### config.mk
export PLATFORM = sky130hd
export DESIGN_NAME = multicycle_controller
export DESIGN_NICKNAME = d
export VERILOG_FILES = /design/src/rtl/mips_pkg.sv /design/src/rtl/aludec.sv /design/src/rtl/multicycle_controller.sv
export SDC_FILE = /design/constraint.sdc
export NUM_CORES = 1
export LEC_CHECK = 0
export BUFFER_PORTS_ARGS = -buffer_cell sky130_fd_sc_hd__buf_2
export CORE_AREA = 2 2 43 45
export DETAILED_ROUTE_END_ITERATION = 8
export DIE_AREA = 0 0 45 47
export PLACE_DENSITY = 0.68
export SLEW_MARGIN = 20
export SYNTH_ARGS = -nofsm -noshare
export SYNTH_HDL_FRONTEND = slang
export SYNTH_SLANG_ARGS = --single-unit
### constraint.sdc
create_clock -name clk -period 1.6 [get_ports clk]
set_input_delay 0.08 -clock clk [delete_from_list [all_inputs] [get_ports clk]]
set_output_delay 0.08 -clock clk [all_outputs]
set_load 0.005 [all_outputs]
### src/rtl/mips_pkg.sv
// mips_pkg: controller state enum plus opcode, funct, aluop and alucontrol encodings
package mips_pkg;
  typedef enum logic [3:0] {
    FETCH, DECODE, MEMADR, MEMRD, MEMWB, MEMWR,
    EXECUTE, ALUWB, BRANCH, ADDIEX, ADDIWB, JUMP
  } state_t;
  localparam logic [5:0] OP_LW    = 6'b100011;
  localparam logic [5:0] OP_SW    = 6'b101011;
  localparam logic [5:0] OP_RTYPE = 6'b000000;
  localparam logic [5:0] OP_BEQ   = 6'b000100;
  localparam logic [5:0] OP_ADDI  = 6'b001000;
  localparam logic [5:0] OP_J     = 6'b000010;
  localparam logic [5:0] F_ADD = 6'b100000;
  localparam logic [5:0] F_SUB = 6'b100010;
  localparam logic [5:0] F_AND = 6'b100100;
  localparam logic [5:0] F_OR  = 6'b100101;
  localparam logic [5:0] F_SLT = 6'b101010;
  localparam logic [1:0] ALUOP_ADD   = 2'b00;
  localparam logic [1:0] ALUOP_SUB   = 2'b01;
  localparam logic [1:0] ALUOP_FUNCT = 2'b10;
  localparam logic [2:0] AC_ADD = 3'b010;
  localparam logic [2:0] AC_SUB = 3'b110;
  localparam logic [2:0] AC_AND = 3'b000;
  localparam logic [2:0] AC_OR  = 3'b001;
  localparam logic [2:0] AC_SLT = 3'b111;
endpackage

### src/rtl/aludec.sv
// aludec: alucontrol[2:0] from aluop[1:0] and funct[5:0]; unknown funct falls back to add
module aludec
  import mips_pkg::*;
(
  input  logic [1:0] aluop,
  input  logic [5:0] funct,
  output logic [2:0] alucontrol
);
  always_comb
    alucontrol = aluop == ALUOP_ADD ? AC_ADD :
                 aluop == ALUOP_SUB ? AC_SUB :
                 funct == F_ADD     ? AC_ADD :
                 funct == F_SUB     ? AC_SUB :
                 funct == F_AND     ? AC_AND :
                 funct == F_OR      ? AC_OR  :
                 funct == F_SLT     ? AC_SLT : AC_ADD;
endmodule

### src/rtl/multicycle_controller.sv
// multicycle_controller: multicycle MIPS FSM; in clk/reset/op/funct/zero/mem_ready, out datapath enables+selects, pcen, alucontrol, instr_done (all 0 in reset)
module multicycle_controller
  import mips_pkg::*;
(
  input  logic       clk,
  input  logic       reset,
  input  logic [5:0] op,
  input  logic [5:0] funct,
  input  logic       zero,
  input  logic       mem_ready,
  output logic       iord,
  output logic       memwrite,
  output logic       irwrite,
  output logic       regwrite,
  output logic       memtoreg,
  output logic       regdst,
  output logic       alusrca,
  output logic [1:0] alusrcb,
  output logic [1:0] pcsrc,
  output logic       pcen,
  output logic [2:0] alucontrol,
  output logic       instr_done
);
  state_t state, next;
  logic pcwrite, branch;
  logic [1:0] aluop;
  logic [2:0] ac;
  aludec u_aludec (.aluop(aluop), .funct(funct), .alucontrol(ac));
  always_ff @(posedge clk or posedge reset)
    if (reset) state <= FETCH;
    else       state <= next;
  always_comb begin
    next = FETCH;
    case (state)
      FETCH:   next = mem_ready ? DECODE : FETCH;
      DECODE:  next = (op == OP_LW || op == OP_SW) ? MEMADR :
                      op == OP_RTYPE ? EXECUTE :
                      op == OP_BEQ   ? BRANCH  :
                      op == OP_ADDI  ? ADDIEX  :
                      op == OP_J     ? JUMP    : FETCH;
      MEMADR:  next = op == OP_SW ? MEMWR : MEMRD;
      MEMRD:   next = mem_ready ? MEMWB : MEMRD;
      MEMWR:   next = mem_ready ? FETCH : MEMWR;
      EXECUTE: next = ALUWB;
      ADDIEX:  next = ADDIWB;
      default: next = FETCH;
    endcase
  end
  always_comb begin
    iord     = 1'b0;
    memwrite = 1'b0;
    irwrite  = 1'b0;
    regwrite = 1'b0;
    memtoreg = 1'b0;
    regdst   = 1'b0;
    alusrca  = 1'b0;
    alusrcb  = 2'b00;
    pcsrc    = 2'b00;
    pcwrite  = 1'b0;
    branch   = 1'b0;
    aluop    = ALUOP_ADD;
    if (!reset)
      case (state)
        FETCH:   begin alusrcb = 2'b01; irwrite = mem_ready; pcwrite = mem_ready; end
        DECODE:  alusrcb = 2'b11;
        MEMADR, ADDIEX: begin alusrca = 1'b1; alusrcb = 2'b10; end
        MEMRD:   iord = 1'b1;
        MEMWB:   begin memtoreg = 1'b1; regwrite = 1'b1; end
        MEMWR:   begin iord = 1'b1; memwrite = 1'b1; end
        EXECUTE: begin alusrca = 1'b1; aluop = ALUOP_FUNCT; end
        ALUWB:   begin regdst = 1'b1; regwrite = 1'b1; end
        BRANCH:  begin alusrca = 1'b1; aluop = ALUOP_SUB; branch = 1'b1; pcsrc = 2'b01; end
        ADDIWB:  regwrite = 1'b1;
        JUMP:    begin pcsrc = 2'b10; pcwrite = 1'b1; end
        default: ;
      endcase
    pcen       = pcwrite | (branch & zero);
    instr_done = !reset && state != FETCH && next == FETCH;
    alucontrol = reset ? 3'b000 : ac;
  end
endmodule

Yosys cells after proc, flatten, opt, wreduce, memory -nomap -nowiden
Index checks and enable logic that the tools add are counted.
{ "word_totals": {"output_inout_bits": 16, "latch_bits": 0, "input_bits": 16, "romBits": 0, "n_memories": 0, "mem_bits_rw": 0, "regBits": 4} }
{ "classes": {"n_mux": 42, "eq_ne": 22, "order_cmp": 0, "n_reduce_logical": 13, "bitwise": 2, "n_mul": 0, "n_shift": 0, "div_mod_pow": 0, "n_addsub": 0} }
{ "ops": {"columns": ["operator", "count"], "rows": [
  ["6-bit == test, second input constant", 7],
  ["3-bit 2-to-1 mux", 11],
  ["4-bit case mux with 7 select lines", 1],
  ["4-bit 2-to-1 mux", 5],
  ["1-bit 2-to-1 mux", 18],
  ["4-bit by 3-bit == test with 1-bit output, second input constant", 4],
  ["4-bit == test, second input constant", 4],
  ["4-bit by 2-bit == test with 1-bit output, second input constant", 2],
  ["4-bit zero test", 2],
  ["2-bit case mux with 2 select lines", 2],
  ["6-bit by 2-bit == test with 1-bit output, second input constant", 1],
  ["6-bit by 3-bit == test with 1-bit output, second input constant", 1],
  ["6-bit by 4-bit == test with 1-bit output, second input constant", 1],
  ["6-bit zero test", 1],
  ["2-bit 2-to-1 mux", 3],
  ["2-bit case mux with 3 select lines", 1],
  ["4-bit by 1-bit == test with 1-bit output, second input constant", 1],
  ["4-bit nonzero test", 1],
  ["2-bit OR reduction", 2],
  ["4-bit OR reduction", 1],
  ["3-bit OR reduction", 1],
  ["2-bit by 1-bit == test with 1-bit output, second input constant", 1],
  ["1-bit logical AND", 2],
  ["2-bit zero test", 1],
  ["5 further kinds", 5]
]} }

Logic depth before layout (Yosys ltp)
Gate-level depths: netlist (run 1).
{ "depth": {"depth_word": 9, "mapped_depth": 6, "mapped_depth_nobuf": 5} }

Hierarchy
Synthesis (run 1) repeated with hierarchy kept, for this count alone.
{ "hier_totals": {"hier_cells": 93, "hier_area_um2": 655.6} }
{ "modules_own_cells": {"columns": ["module", "cells_per_inst", "n_inst", "area_per_inst_um2", "seq_area_each_um2"], "rows": [
  ["multicycle_controller", 85, 1, 591.8, 100.1],
  ["aludec", 8, 1, 63.8, 0.0]
]} }

Worst setup path after synthesis (run 1)
OpenSTA, ideal clock, no wires.
{ "synth_timing": {"path_kind": "register -> output", "from": "register state[3]", "to": "output port instr_done", "path_slack_ns": 0.019, "stages_incl_launch_ff": 6, "n_path_buf": 1, "arrival_ns": 1.501, "path_cell_list": "dfrtp_1 -> clkbuf_1 -> nand2_1 -> o2111ai_2 -> or4_4 -> nor3_2"} }
{ "synth_between": {"elab_chain_len": 4, "word_cells_on_any_way": 12} }
{ "synth_lines": {"columns": ["element", "line_no", "text"], "rows": [
  ["from (decl)", "multicycle_controller.sv:24", "state_t state, next;"],
  ["from (signal assigned)", "multicycle_controller.sv:31", "else state <= next;"],
  ["4-bit == test (tied with other cells)", "multicycle_controller.sv:34", "case (state)"],
  ["4-bit case mux with 7 select lines *", "multicycle_controller.sv:34", null],
  ["named net next[1]", "multicycle_controller.sv:24", null],
  ["4-bit zero test *", "multicycle_controller.sv:78", "instr_done = !reset && state != FETCH && next == FETCH;"],
  ["1-bit logical AND *", "multicycle_controller.sv:78", null],
  ["to (decl)", "multicycle_controller.sv:22", "output logic instr_done"]
]} }
The timed path passes the listed nets; every way through them passes the cells marked *.

Worst setup path after layout (run 1)
{ "layout_timing": {"from": "register state[0]", "to": "output port instr_done"} }
The elaborated chain is that of the path after synthesis.

==> results.yml, run 1 <==
run_status:
  outcome: "finished, violations left"
  violations: "negative setup slack"
global_routing:
  grt_antenna_before_repair: 0
  wire_length_of_the_first_global_routing_pass_um: 3170
  gr-usage-all-layers: 0.200
  grt.overflow.total: 0
  vias_in_the_first_global_route: 750
  pin_count_of_the_biggest_net_entering_global_routing: 12
sta:
  timing.final.crit_share: 1.26
  achievable-frequency_mhz: 496
  worst_slew_pin_slew_ns: 0.381
  hold_viol: 0
  slew_headroom: 0.745
  rsz0062_at_grt: "true"
  finalCriticalPeriod_ns: 2.01
  setup_total_negative_slack_ns: -0.662
  layout_setup_ws_ns: -0.415
  finalClockSkew_ns: 0.00437
  slew_viol_final: 0
  report.final.setup_viol: 8
detailed_routing:
  route.detailed.wl_per_inst_um: 14.1
  totalWireLength_um: 2140
  drc: 0
  drt_first_pass_iters: 4
  route.detailed.vias_per_inst: 5.82
  detailedRoute.firstIterationViolations: 18
  routed-via-count: 885
  drt.antenna.violating_nets: 0
worst_setup_path:
  worstPathBufferInverterCount: 1
  cp_cell_instances: "nor3b_1 > o211ai_2 > o2111ai_2 > or4_4 > nor3_2 > buf_2"
  critical_path.endpoint_type: "primary output"
  critical_path_class: "flip-flop to primary output"
  timing.critical_path.fanout_max: 7
  worst_setup_path_start_kind: "flip-flop"
  worst_path_dominant_cell_family: "simple AND/OR/NAND/NOR gates"
  delay_of_the_slowest_critical_path_stage_ns: 0.53
  cp.required_ns: 1.52
  worstPathArrival_ns: 1.93
  crit_slowest_cell: "sky130_fd_sc_hd__or4_4"
cells_and_area:
  antenna_cells: 0
  post_route_cells_drive_above_1_share: 0.600
  final_area_mm2: 0.00106
  num-nets-final: 153
  final_util: 0.643
  top_register: "state"
  layout_common_cells: "31 x sky130_fd_sc_hd__buf_2, 16 x sky130_fd_sc_hd__buf_4, 7 x sky130_fd_sc_hd__nor2_1"
  largest_registers: "state (4)"
  largest_reg_flops: 4
  syn2layout_area_growth_pct: 71.5
  layout.cells.most_common: "sky130_fd_sc_hd__buf_2"
logic_synthesis:
  synthesis.nets: 99
  yosys_most_used_dff: "sky130_fd_sc_hd__dfrtp_1"
  async_set_reset_flop_share_out_of_synthesis: 1.00
  synthesis.instances: 83
  yosys_warnings: 0
  post_synth_mux_area_share: 0.0162
  yosys.area_share.simple: 0.440
  synthAdderAreaFrac: 0
  post_synth_instance_area_um2: 619
  seq_area_frac_synth: 0.162
  yosys.area_share.xor_xnor: 0.0283
  synth-seq-cells: 4
  yosys.area.top_type_share: 0.162
  synth_cell_type_count: 42
  synth.avg_cell_area_um2: 7.46
  synth_top_area_cell: "sky130_fd_sc_hd__dfrtp_1"
  synth_edf_count: 0
  netlist_top_cells_area: "sky130_fd_sc_hd__dfrtp_1 16%, sky130_fd_sc_hd__nor3_1 4.8%, sky130_fd_sc_hd__nor2_1 4.8%"
  synth_top_family_by_area: "simple AND/OR/NAND/NOR gates"
  share_of_the_synthesized_area_in_compound_gates_ao_oa_aoi_oai: 0.291
place:
  placement_stage_worst_setup_slack_ns: -0.162
  numPortBuffers: 31
  placed_area_um2: 900
  gp_routability_congestion: 0.897
  dpl.hpwl_um: 1510
power_and_ir_drop:
  cellPowerDensity_mw_per_mm2: 950
  p_total_mw: 1.01
  vdd.ir_drop.worst_mv: 0.646
  total_leakage_power_nw: 0.498
die:
  num_io_pins: 32
  fp.dieArea_mm2: 0.00212
  coreArea_mm2: 0.00165
  dieWidth_um: 45
  die_y_um: 47
  floorplan.initialDensity: 0.375
  std_cell_rows: 15
clocking:
  root_buffer: "sky130_fd_sc_hd__clkbuf_4"
  h-tree-depth: 1
  cts_max_path_buffers: 2
  insertion_delay_ns: 0.23
  cts_inserted_buffers: 3
  numClockSinks: 4
  cts_tree: "done"
  clk_pin_slew_worst_paths_ns: 0.04
job:
  max_cap_violations: 0
hold_path:
  min_path_type: "primary input to flip-flop"
==> cell usage after synthesis (2+ instances only) <==
cell,number
sky130_fd_sc_hd__a21o_2,2
sky130_fd_sc_hd__a21oi_1,2
sky130_fd_sc_hd__a22oi_1,3
sky130_fd_sc_hd__clkbuf_1,3
sky130_fd_sc_hd__dfrtp_1,4
sky130_fd_sc_hd__inv_1,4
sky130_fd_sc_hd__nand2_1,7
sky130_fd_sc_hd__nand2b_1,3
sky130_fd_sc_hd__nor2_1,8
sky130_fd_sc_hd__nor2b_1,3
sky130_fd_sc_hd__nor3_1,6
sky130_fd_sc_hd__nor3b_1,3
sky130_fd_sc_hd__nor4_1,3
sky130_fd_sc_hd__o21ai_0,3
sky130_fd_sc_hd__or3_1,2
==> cell type report <==
cell class,count,area [um2]
multi-input combinational,70,543
tap,17,21.3
clock buffer,3,22.5
inverter,4,17.5
timing repair buffer,54,353
fill,143,589
sequential,4,105
==> what timing repair did <==
item,4_1_cts,5_1_grt
endpoints found under the setup margin,7,14
hold endpoints to repair,4,0
pin swaps,7,10
buffers inserted,3,2
hold buffers,1,0
resized for setup,9,19
==> cells by family (layout without fill, tap and decap cells) <==
kind of cell	count (synthesis)	after routing
compound gates	22	22
simple gates	45	45
mux	1	1
buf+inv	9	61
xor+xnor	2	2
flops	4	4
==> layer usage <==
| metal | vias up | track usage | share of wire |
|---|---|---|---|
| met5 | - | 0 | 0 |
| met4 | 0 | 0.0647 | 0.0065 |
| met3 | 2 | 0.0269 | 0.063 |
| met2 | 51 | 0.343 | 0.53 |
| met1 | 409 | 0.261 | 0.40 |
| li1 | 423 | - | - |
==> worst reg2reg max path, cell delays in order, from the launching register on <==
cell and delay (ns):
sky130_fd_sc_hd__dfrtp_2 0.42, sky130_fd_sc_hd__buf_6 0.13, sky130_fd_sc_hd__nand2b_1 0.16, sky130_fd_sc_hd__or3_1 0.34, sky130_fd_sc_hd__o221a_1 0.15, sky130_fd_sc_hd__o22ai_1 0.24
==> power breakdown <==
group / leakage [nW] / switching, mW / internal (mW)
Combinational: 0.437 / 0.341 / 0.378
Clock: 0.0138 / 0.0380 / 0.0836
Sequential: 0.0476 / 0.0389 / 0.130
==> through the flow <==
stage          std cells  hold slack [ns]
5_1_grt              152            0.280
2_1_floorplan         83           0.0279
3_3_place_gp         143           0.0928
3_5_place_dp         143           0.0949
6_report             152            0.243
4_1_cts              150            0.243
==> worst paths after layout <==
check                              start    endpoint  slack [ns]  cells past startpoint
worst max-delay path            state[0]  instr_done       -0.41                      6
worst min-delay path               op[3]    state[2]        0.24                      3
worst max register to register  state[1]    state[0]        0.05                      5
worst min register to register  state[3]    state[0]        0.64                      1
max in group asynchronous          reset    state[3]        1.00                      3
min in group asynchronous          reset    state[2]        0.44                      3
No activity file was read; power rests on OpenSTA's default activity.
==> run 2: changes to the inputs <==
Settings changed: SKIP_LAST_GASP set to 1.
==> run 2 against run 1 <==
Combinational power about the same. Critical path type unchanged. Worst setup slack better by 0.0045 ns. Clock power about the same. Count of clock-buffer cells in the layout unchanged. Via count unchanged. Largest power group unchanged. Power about the same. The run still ends with negative setup slack left.
==> results.yml, run 2 (synthesis gave the netlist of run 1 again) <==
run_status:
  outcome: "finished, violations left"
  violations: "negative setup slack"
hold_path:
  hold_depth: 3
  worst_hold_path.endpoint: "state[2]"
  min_path_type: "primary input to flip-flop"
  worstHoldStart: "op[3]"
detailed_routing:
  top_layer_used: "met4"
  dr_wl_met2_um: 1130
  wl_met3_um: 102
  routed-via-count: 885
  drc: 0
  totalWireLength_um: 2130
  route.detailed.wl_per_inst_um: 14.0
  route.detailed.vias_per_inst: 5.82
  detailedRoute.firstIterationViolations: 23
  drt.antenna.violating_nets: 0
  drt_first_pass_iters: 5
  wirelength_met1_um: 885
worst_setup_path:
  critical_path_class: "flip-flop to primary output"
  worstPathArrival_ns: 1.93
  critical_path.endpoint_type: "primary output"
  timing.critical_path.fanout_max: 7
  worstRegToRegCells: 7
  cp.required_ns: 1.52
  worst_r2r_startpoint: "state[2]"
  timing.rr.end: "state[0]"
  setup_slack_of_the_worst_register_to_register_path_ns: 0.07
  worst_setup_path_start_kind: "flip-flop"
sta:
  timing.final.crit_share: 1.26
  achievable-frequency_mhz: 497
  layout_setup_ws_ns: -0.410
  finalHoldWorstSlack_ns: 0.238
  finalClockSkew_ns: 0.00371
  report.final.setup_viol: 7
  worst_slew_pin_slew_ns: 0.378
  slew_headroom: 0.748
  hold_viol: 0
  slew_viol_final: 0
  finalCriticalPeriod_ns: 2.01
  rsz0062_at_grt: "true"
die:
  floorplan.initialDensity: 0.375
  die_y_um: 47
  std_cell_rows: 15
  num_io_pins: 32
  fp.dieArea_mm2: 0.00212
  dieWidth_um: 45
  coreArea_mm2: 0.00165
global_routing:
  wire_length_of_the_first_global_routing_pass_um: 3170
  vias_in_the_first_global_route: 750
  pin_count_of_the_biggest_net_entering_global_routing: 12
  gr-usage-all-layers: 0.200
  grt_antenna_before_repair: 0
  grt.overflow.total: 0
power_and_ir_drop:
  internal_power_uw: 591
  p_total_mw: 1.01
  share_clk_of_total_power: 0.119
  vdd.ir_drop.worst_mv: 0.641
  total_leakage_power_nw: 0.498
  power_frac_comb: 0.714
  power_switching_share: 0.415
  cellPowerDensity_mw_per_mm2: 953
  power_switching_uw: 418
  power.sequential.fraction: 0.167
clocking:
  numClockSinks: 4
  cts_tree: "done"
  insertion_delay_ns: 0.23
  clk_pin_slew_worst_paths_ns: 0.04
  cts_inserted_buffers: 3
  root_buffer: "sky130_fd_sc_hd__clkbuf_4"
  h-tree-depth: 1
  cts_max_path_buffers: 2
cells_and_area:
  fill_cells: 144
  layout_common_cells: "31 x sky130_fd_sc_hd__buf_2, 17 x sky130_fd_sc_hd__buf_4, 7 x sky130_fd_sc_hd__nor2_1"
  post_route_cells_drive_above_1_share: 0.600
  top_register: "state"
  num-nets-final: 153
  antenna_cells: 0
  syn2layout_area_growth_pct: 70.9
  largest_reg_flops: 4
  layout.cells.most_common: "sky130_fd_sc_hd__buf_2"
  largest_registers: "state (4)"
place:
  numPortBuffers: 31
  gp_routability_congestion: 0.897
  dpl.hpwl_um: 1510
job:
  max_cap_violations: 0
-- run 2: cell counts in the layout (fill, tap and decap cells not counted) --
No cell type changed its count.
-- run 2: area by class of cell --
type	instances	area (um2)	area share
inverters	4	17.5	0.0165
well taps	17	21.3	0.0201
clock buffers	3	22.5	0.0213
repair buffers	54	349	0.330
flip-flops and latches	4	105	0.0993
multi-input cells	70	543	0.513
-- run 2: metrics by stage --
stage / instance area [um2] / worst slack [ns] / setup TNS, ns / std cells / utilization
CTS: 993 / -0.376 / -0.722 / 150 / 0.602
detailed placement: 900 / -0.162 / -0.162 / 143 / 0.545
global route: 1060 / -0.482 / -1.37 / 152 / 0.641
global placement: 900 / -0.157 / -0.157 / 143 / 0.545
floorplan: 619 / 0.0187 / 0 / 83 / -
finish: 1060 / -0.410 / -0.662 / 152 / 0.641
-- run 2: worst max-delay path by stage --
stage | startpoint | endpoint
2_1_floorplan | state[3] | instr_done
3_3_place_gp | state[3] | instr_done
3_5_place_dp | state[0] | instr_done
4_1_cts | state[0] | instr_done
5_1_grt | state[0] | instr_done
6_report | state[0] | instr_done
-- run 2: timing repair --
| item | in CTS | in global routing |
|---|---|---|
| setup endpoints to repair | 7 | 14 |
| pin swaps | 7 | 10 |
| buffers inserted | 3 | 2 |
| hold endpoints to repair | 4 | 0 |
| gates resized for setup | 9 | 18 |
| hold buffers | 1 | 0 |
-- run 2: worst max-delay path, cell delays in order (launching register included) --
cell and delay (ns):
sky130_fd_sc_hd__dfrtp_2 0.43, sky130_fd_sc_hd__nor3b_1 0.16, sky130_fd_sc_hd__o211ai_2 0.20, sky130_fd_sc_hd__o2111ai_2 0.15, sky130_fd_sc_hd__or4_4 0.53, sky130_fd_sc_hd__nor3_2 0.10, sky130_fd_sc_hd__buf_2 0.13
-- run 2: layer usage --
metal / global-route usage / vias up
li1: - / 424
met1: 0.261 / 422
met2: 0.343 / 37
met3: 0.0269 / 2
met4: 0.0647 / 0
met5: 0 / -
-- run 2: power groups by stage --
stage | logic [mW] | clock network [mW] | registers (mW)
6_report | 0.721 | 0.120 | 0.168
5_1_grt | 0.770 | 0.131 | 0.172
4_1_cts | 0.630 | 0.124 | 0.165
3_5_place_dp | 0.562 | 0 | 0.164
3_3_place_gp | 0.560 | 0 | 0.160
2_1_floorplan | 0.324 | 0 | 0.151
==> run 3: changes to the inputs <==
Settings changed: CORE_AREA 2 2 43 45 to 2 2 40 42, DIE_AREA 0 0 45 47 to 0 0 42 44, PLACE_DENSITY 0.68 to 0.75.
Clock period 1.6 ns to 2.5 ns, I/O delays scaled along.
==> run 3 against run 2 <==
The flow now finishes without violations. Global-route usage fell by 0.68 points. Worst setup slack improved by 0.72 ns. Clock skew is 0.0018 ns higher. Sequential power fell by 18%. Hold slack improved by 0.036 ns. First-iteration DRC count grew 13%. Clock power down 31%. Largest power group unchanged. Highest routed layer unchanged.
==> results.yml, run 3 (synthesis gave the netlist of run 1 again) <==
cells_and_area:
  layout_common_cells: "31 x sky130_fd_sc_hd__buf_2, 8 x sky130_fd_sc_hd__nor2_1, 7 x sky130_fd_sc_hd__nand2_1"
  largest_reg_flops: 4
  antenna_cells: 0
  post_route_cells_drive_above_1_share: 0.381
  seq_area_um2: 100
  multi_input_combinational_cell_area_um2: 480
  syn2layout_area_growth_pct: 29.7
  num-nets-final: 131
  fill_cells: 143
  instances_no_fill: 129
  largest_registers: "state (4)"
  layout.cells.most_common: "sky130_fd_sc_hd__buf_2"
  top_register: "state"
power_and_ir_drop:
  p_total_uw: 464
  vdd.ir_drop.worst_mv: 0.561
  internal_power_uw: 251
  power.sequential.fraction: 0.295
  power_switching_uw: 213
  cellPowerDensity_mw_per_mm2: 578
  share_clk_of_total_power: 0.177
  power_switching_share: 0.459
  total_leakage_power_nw: 0.377
  power_frac_comb: 0.528
die:
  std_cell_rows: 14
  num_io_pins: 32
  die_y_um: 44
  dieWidth_um: 42
  coreArea_mm2: 0.00142
  fp.dieArea_mm2: 0.00185
  floorplan.initialDensity: 0.437
detailed_routing:
  drc: 0
  route.detailed.wl_per_inst_um: 12.8
  totalWireLength_um: 1660
  detailedRoute.firstIterationViolations: 26
  routed-via-count: 734
  drt.antenna.violating_nets: 0
  route.detailed.vias_per_inst: 5.69
  drt_first_pass_iters: 4
global_routing:
  grt_antenna_before_repair: 0
  grt.overflow.total: 0
  vias_in_the_first_global_route: 655
  wire_length_of_the_first_global_routing_pass_um: 2810
  gr-usage-all-layers: 0.194
  pin_count_of_the_biggest_net_entering_global_routing: 17
clocking:
  cts_max_path_buffers: 2
  numClockSinks: 4
  cts_inserted_buffers: 3
  cts_tree: "done"
  h-tree-depth: 1
  insertion_delay_ns: 0.24
  cts_repair_resize_count: 0
  root_buffer: "sky130_fd_sc_hd__clkbuf_4"
  clk_pin_slew_worst_paths_ns: 0.04
place:
  numPortBuffers: 31
  dpl.hpwl_um: 1260
  placed_cells_incl_taps: 125
  gp_routability_congestion: 0.838
worst_setup_path:
  worst_r2r_startpoint: "state[1]"
  setup_slack_of_the_worst_register_to_register_path_ns: 0.83
  cp.required_ns: 2.38
  worst_setup_path_start_kind: "flip-flop"
  timing.rr.end: "state[2]"
  last_element_of_the_critical_path: "instr_done"
  worstRegToRegCells: 4
  worst_setup_path_startpoint: "state[0]"
  critical_path_class: "flip-flop to primary output"
  timing.critical_path.fanout_max: 16
  critical_path.endpoint_type: "primary output"
  worstPathArrival_ns: 2.07
sta:
  finalClockSkew_ns: 0.00554
  slew_viol_final: 0
  setup_total_negative_slack_ns: 0
  slew_headroom: 0.698
  finalCriticalPeriod_ns: 2.19
  report.final.setup_viol: 0
  achievable-frequency_mhz: 456
  hold_viol: 0
  timing.final.crit_share: 0.876
  rsz0062_at_grt: "false"
  worst_slew_pin_slew_ns: 0.453
job:
  max_cap_violations: 0
hold_path:
  min_path_type: "primary input to flip-flop"
run_status:
  outcome: "complete, no violations"
run 3: cell count changes in the layout (fill, tap and decap cells not counted), sizes merged:
cell | previous run | this run
buf | 53 | 31
run 3: how the worst min path moves through the flow:
stage                from  endpoint  slack [ns]  cells after the start
global placement    reset  state[1]        0.14                      2
finish              op[5]  state[0]        0.27                      4
CTS                 op[5]  state[3]        0.27                      4
global route        op[0]  state[3]        0.30                      4
floorplan           reset  state[0]        0.07                      2
detailed placement  reset  state[2]        0.14                      2
run 3: metal layers:
metal	GRT usage	vias up	routed length (um)
met5	0	-	0
met4	0.0387	0	15
met3	0.0667	2	114
met2	0.300	36	780
met1	0.262	321	745
li1	-	375	-
run 3: repair_timing:
item	in CTS	in global routing
setup buffers	0	0
hold endpoints to repair	4	0
hold buffers	1	0
run 3: per-stage QoR:
stage | setup WS, ns | hold slack, ns | utilization | cell area (um2)
floorplan | 0.874 | 0.0729 | - | 619
global placement | 0.565 | 0.140 | 0.543 | 771
detailed placement | 0.545 | 0.137 | 0.543 | 771
CTS | 0.290 | 0.269 | 0.566 | 803
global route | 0.155 | 0.302 | 0.566 | 803
finish | 0.309 | 0.274 | 0.566 | 803
run 3: area by class of cell:
type,count,share of cell area
clock buffer,3,0.0280
sequential,4,0.125
tap,16,0.0249
multi-input combinational,70,0.598
inverter,4,0.0187
timing repair buffer,32,0.206
run 3: critical path, stage by stage, from the launching register on:
cell	delay, ns
sky130_fd_sc_hd__dfrtp_1	0.53
sky130_fd_sc_hd__nor3b_1	0.23
sky130_fd_sc_hd__o211ai_2	0.17
sky130_fd_sc_hd__o2111ai_2	0.14
sky130_fd_sc_hd__or4_4	0.53
sky130_fd_sc_hd__nor3_2	0.10
sky130_fd_sc_hd__buf_2	0.13
run 3: power groups by stage:
| stage | clock [mW] | sequential [mW] | combinational (mW) |
|---|---|---|---|
| 6_report | 0.0822 | 0.137 | 0.245 |
| 5_1_grt | 0.0953 | 0.145 | 0.272 |
| 4_1_cts | 0.0851 | 0.136 | 0.243 |
| 3_5_place_dp | 0 | 0.138 | 0.242 |
| 3_3_place_gp | 0 | 0.136 | 0.239 |
| 2_1_floorplan | 0 | 0.0965 | 0.207 |
